`src/rtl/bnn_weight_streamer.sv`:
```
// Transmit side of the BNN weight-loading link: buffers 8-bit weight words and
// sends each as low nibble then high nibble with a two-cycle load strobe.
// Optional running checksum of sent words: define BNN_STREAM_CHECKSUM_EN.
module bnn_weight_streamer #(
    parameter int NUM_NEURONS = 20,
    parameter int FIFO_DEPTH  = 4,
    parameter int IDX_W       = 5
) (
    input  logic             clk,
    input  logic             reset,
    input  logic             ena,
    input  logic             start,
    input  logic             wr_valid,
    input  logic [7:0]       wr_data,
    output logic             wr_ready,
    output logic [3:0]       nibble_o,
    output logic             load_en_o,
    output logic             busy,
    output logic             done,
    output logic [IDX_W-1:0] neuron_idx,
    output logic [7:0]       checksum
);

    localparam int PTR_W = $clog2(FIFO_DEPTH);
    localparam logic [PTR_W:0]   DEPTH_C = FIFO_DEPTH[PTR_W:0];
    localparam logic [IDX_W-1:0] NUM_C   = NUM_NEURONS[IDX_W-1:0];

    typedef enum logic [1:0] {
        IDLE,
        STREAM,
        DONE
    } state_t;

    typedef enum logic {
        PH_LO,
        PH_HI
    } phase_t;

    state_t           state_q, state_d;
    phase_t           phase_q, phase_d;
    logic [7:0]       mem_q [FIFO_DEPTH];
    logic [7:0]       mem_d [FIFO_DEPTH];
    logic [PTR_W:0]   wr_ptr_q, wr_ptr_d;
    logic [PTR_W:0]   rd_ptr_q, rd_ptr_d;
    logic [IDX_W-1:0] acc_q, acc_d;
    logic [IDX_W-1:0] idx_q, idx_d;
    logic [7:0]       hold_q, hold_d;
    logic [3:0]       nibble_q, nibble_d;
    logic             load_en_q, load_en_d;

    logic [PTR_W:0]   fifo_count;
    logic             fifo_full;
    logic             fifo_empty;
    logic [7:0]       fifo_head;
    logic             push;
    logic             hi_issue;

    // Pointers carry one extra wrap bit so full and empty are distinguishable.
    assign fifo_count = wr_ptr_q - rd_ptr_q;
    assign fifo_full  = (fifo_count == DEPTH_C);
    assign fifo_empty = (wr_ptr_q == rd_ptr_q);
    assign fifo_head  = mem_q[rd_ptr_q[PTR_W-1:0]];

    assign wr_ready = ~fifo_full & (acc_q < NUM_C) & (state_q != DONE);
    assign push     = ena & wr_valid & wr_ready;
    assign hi_issue = ena & (state_q == STREAM) & (phase_q == PH_HI);

    always_comb begin
        state_d   = state_q;
        phase_d   = phase_q;
        mem_d     = mem_q;
        wr_ptr_d  = wr_ptr_q;
        rd_ptr_d  = rd_ptr_q;
        acc_d     = acc_q;
        idx_d     = idx_q;
        hold_d    = hold_q;
        nibble_d  = nibble_q;
        load_en_d = load_en_q;

        if (ena) begin
            if (push) begin
                mem_d[wr_ptr_q[PTR_W-1:0]] = wr_data;
                wr_ptr_d = wr_ptr_q + 1'b1;
                acc_d    = acc_q + 1'b1;
            end

            unique case (state_q)
                IDLE: begin
                    if (start) begin
                        state_d = STREAM;
                    end
                end
                STREAM: begin
                    if (phase_q == PH_HI) begin
                        nibble_d  = hold_q[7:4];
                        load_en_d = 1'b1;
                        idx_d     = idx_q + 1'b1;
                        phase_d   = PH_LO;
                    end else if (idx_q == NUM_C) begin
                        // Last high nibble has just been on the bus for its cycle.
                        load_en_d = 1'b0;
                        state_d   = DONE;
                    end else if (!fifo_empty) begin
                        hold_d    = fifo_head;
                        rd_ptr_d  = rd_ptr_q + 1'b1;
                        nibble_d  = fifo_head[3:0];
                        load_en_d = 1'b1;
                        phase_d   = PH_HI;
                    end else begin
                        load_en_d = 1'b0;
                    end
                end
                DONE: begin
                    load_en_d = 1'b0;
                end
                default: begin
                    state_d = IDLE;
                end
            endcase
        end
    end

    always_ff @(posedge clk or posedge reset) begin
        if (reset) begin
            state_q   <= IDLE;
            phase_q   <= PH_LO;
            wr_ptr_q  <= '0;
            rd_ptr_q  <= '0;
            acc_q     <= '0;
            idx_q     <= '0;
            hold_q    <= '0;
            nibble_q  <= '0;
            load_en_q <= 1'b0;
        end else begin
            state_q   <= state_d;
            phase_q   <= phase_d;
            wr_ptr_q  <= wr_ptr_d;
            rd_ptr_q  <= rd_ptr_d;
            acc_q     <= acc_d;
            idx_q     <= idx_d;
            hold_q    <= hold_d;
            nibble_q  <= nibble_d;
            load_en_q <= load_en_d;
        end
    end

    // Storage needs no reset: only the pointers define what is valid.
    always_ff @(posedge clk) begin
        mem_q <= mem_d;
    end

`ifdef BNN_STREAM_CHECKSUM_EN
    logic [7:0] checksum_q, checksum_d;

    always_comb begin
        checksum_d = checksum_q;
        if (hi_issue) begin
            checksum_d = checksum_q + hold_q;
        end
    end

    always_ff @(posedge clk or posedge reset) begin
        if (reset) begin
            checksum_q <= '0;
        end else begin
            checksum_q <= checksum_d;
        end
    end

    assign checksum = checksum_q;
`else
    logic unused_hold_lo;

    assign unused_hold_lo = ^{hold_q[3:0], hi_issue};
    assign checksum       = 8'h00;
`endif

    assign nibble_o   = nibble_q;
    assign load_en_o  = load_en_q;
    assign busy       = (state_q == STREAM);
    assign done       = (state_q == DONE);
    assign neuron_idx = idx_q;

endmodule

```
`config.mk`:
```
export PLATFORM = sky130hd
export DESIGN_NAME = bnn_weight_streamer
export DESIGN_NICKNAME = d
export VERILOG_FILES = /design/src/rtl/bnn_weight_streamer.sv
export SDC_FILE = /design/constraint.sdc
export NUM_CORES = 1
export LEC_CHECK = 0
export ABC_AREA = 1
export CAP_MARGIN = 20
export CORE_UTILIZATION = 55
export DETAILED_ROUTE_END_ITERATION = 12
export PLACE_DENSITY_LB_ADDON = 0.05
export SKIP_LAST_GASP = 1
export SLEW_MARGIN = 20
export SYNTH_ARGS = -nofsm -noshare
export SYNTH_HDL_FRONTEND = slang
export SYNTH_SLANG_ARGS = --single-unit
```
`constraint.sdc`:
```
create_clock -name clk -period 2.85 [get_ports clk]
set_input_delay 0.57 -clock clk [delete_from_list [all_inputs] [get_ports clk]]
set_output_delay 0.57 -clock clk [all_outputs]
set_load 0.005 [all_outputs]
```
==> impl_metrics.csv <==
group,metric,value,unit
run_status,status,"completed",
sta,finalSetupTns,0,ns
die,fp.dieH,74.08,um
worst_setup_path,critPathKind,"reg2out",
worst_setup_path,worstPathRequired,2.28,ns
cells_and_area,nNetsFinal,352,
global_routing,track_usage,21.92,%
yosys,synth_cells,288,
yosys,yosysUniqueCellTypes,28,
sta,fin_crit,2.675,ns
cells_and_area,syn_to_final_growth,18.30,%
clock_tree,clock-sinks,60,
die,die_w,74.08,um
pwr,leakage,1.564,nW
cells_and_area,drive_above_1_share,9.394,%
yosys,synth_async_sr_flop_share,46.67,%
clock_tree,clkLatencyLatePin,0.33,ns
cells_and_area,final_cell_area,3381,sq um
global_routing,grt_max_degree,29,
die,start_util,58.94,%
place,port_buffers,25,
sta,hold_viol,0,
drt,wl_per_cell,13.11,um
global_routing,grt_pass1_vias,1942,
place,gp_congestion,0.7680,
sta,relSlewSlack,65.08,%
worst_setup_path,startpoint_type,"register",
die,die_area,5488,sq um
clock_tree,clock-root-buffer,"clkbuf_8",
worst_setup_path,end_kind,"output port",
yosys,synth.avg_cell_area,9.923,sq um
yosys,synth_seq_area_share,58.14,%
drt,postRouteAntennaNets,0,
cells_and_area,antenna_cells,0,
run,drv_cap,0,
drt,postRouteWirelength,5204,um
worst_setup_path,cp_data_arrival_time,2.10,ns
clock_tree,cts-hold-fix-buffers,0,
sta,setup_slack,0.1751,ns
sta,setup_violations,0,
drt,first_iter_violations,121,
sta,tightestPinTransition,0.5233,ns
drt,vias_per_cell,5.103,
clock_tree,cts_buffer_depth,2,
yosys,synth-edff-count,32,
yosys,synth.cell_area,2858,sq um
yosys,synth_seq_cells,60,
drt,vias,2026,
die,io-pin-count,34,
clock_tree,cts_resized,0,
clock_tree,cts.clk_slew.worst_paths,0.06,ns
sta,fmax,373.8,MHz
clock_tree,htree_levels,3,
global_routing,grt_first_pass_wirelength,8631,um
cells_and_area,final_cell_mix,"nand2_1 (79), inv_1 (32), edfxtp_1 (32)",
die,design.core.area,4848,sq um
pwr,vdd_ir_drop_max,423.3,uV
yosys,ys.flop_type,"edfxtp_1",
clock_tree,cts_buffers,9,
place,hpwl,3578,um
cells_and_area,layout_commonest_cell,"nand2_1",
sta,drv_slew,0,
worst_setup_path,cp_max_fo,10,
drt,drtPass1Iterations,4,
place,preCtsSetupSlack,0.5341,ns
drt,drc,0,
hold_path,hold_class,"reg2reg",
sta,rsz0062_at_grt,"no",
global_routing,grt-ovfl-total,0,
yosys,ys_warn_count,0,
die,row_count,25,
place,placed_area,3177,sq um
sta,clock_skew,0.006558,ns
pwr,power.density,516.1,nW/um^2
global_routing,antenna_found_initial,0,
clock_tree,cts_tree,"yes",
sta,period_share,93.86,%
clock_tree,post-cts-setup-buffers,0,
[cells in the mapped netlist, types with 2 or more instances]
cell type / instances / area, sq um
o22ai_1: 4 / 25.02
buf_4: 8 / 60.06
nand2_1: 79 / 296.5
dfrtp_1: 28 / 700.7
nor2_1: 18 / 67.56
o21ai_1: 3 / 15.01
nand3_1: 14 / 70.07
edfxtp_1: 32 / 960.9
o21ai_0: 16 / 80.08
a21oi_1: 2 / 10.01
nand4_1: 10 / 62.56
clkinv_1: 2 / 7.510
ha_1: 13 / 162.7
buf_2: 2 / 10.01
xor2_1: 8 / 70.07
nand2_2: 4 / 25.02
buf_6: 3 / 33.78
inv_1: 32 / 120.1
[state kept, by name, indices dropped and copies added, names as in the netlist]
signal      cells
hold_q          4
neuron_idx      5
phase_q         1
mem_q          32
wr_ptr_q        3
nibble_o        4
rd_ptr_q        3
acc_q           5
load_en_o       1
state_q         2
[kinds of logic after synthesis]
logic type	share of synthesized area (%)
compound gates	4.553
buf+inv	8.406
xor+xnor	2.758
fa+ha+maj	5.692
flops	58.14
other cells	0.1312
simple gates	20.31
[final timing paths]
path,from,endpoint,slack (ns),cells past startpoint
min in group asynchronous,reset,neuron_idx[4],0.60,3
max in group asynchronous,reset,load_en_o,1.98,3
worst max-delay path,wr_ptr_q[1],wr_ready,0.18,7
worst min-delay path,acc_q[4],acc_q[4],0.46,2
worst min register to register,acc_q[4],acc_q[4],0.46,2
worst max register to register,wr_ptr_q[1],mem_q[25],0.82,7
[final cells by class]
type	instances	area, sq um
sequential	60	1662
tap	67	83.83
clock inverter	6	80.08
clock buffer	9	123.9
fill	381	1468
timing repair buffer	34	317.8
multi-input combinational	186	982.2
inverter	35	131.4
[report_power, final]
group	switching, mW	internal [mW]
sequential	0	0.915
clock	0.316	0.479
combinational	0.0192	0.0160
[through the flow]
| stage | power, mW | hold slack, ns | cells | util, % |
|---|---|---|---|---|
| after CTS | 1.758 | 0.4615 | 397 | 69.73 |
| after floorplan | 0.9509 | 0.4223 | 295 | - |
| after global routing | 1.800 | 0.4932 | 397 | 69.73 |
| final | 1.745 | 0.4586 | 397 | 69.73 |
| after detailed placement | 0.9681 | 0.4432 | 382 | 65.52 |
| after global placement | 0.9676 | 0.4369 | 382 | 65.52 |
[critical path: stages, from the launching register on]
cell and delay (ns):
dfrtp_1 0.43, ha_1 0.36, a21oi_1 0.16, nand2_1 0.10
nand3_4 0.12, nand2_1 0.07, inv_1 0.05, clkdlybuf4s50_1 0.49
[routing by layer]
layer / vias to the layer above / track usage [%] / routed length [um]
li1: 1005 / - / -
met2: 57 / 36.16 / 2564
met3: 15 / 4.878 / 228
met1: 949 / 26.78 / 2274
met4: 0 / 12.18 / 136
met5: - / 0 / 0
Note: power is estimated with default switching activity, not from simulation.
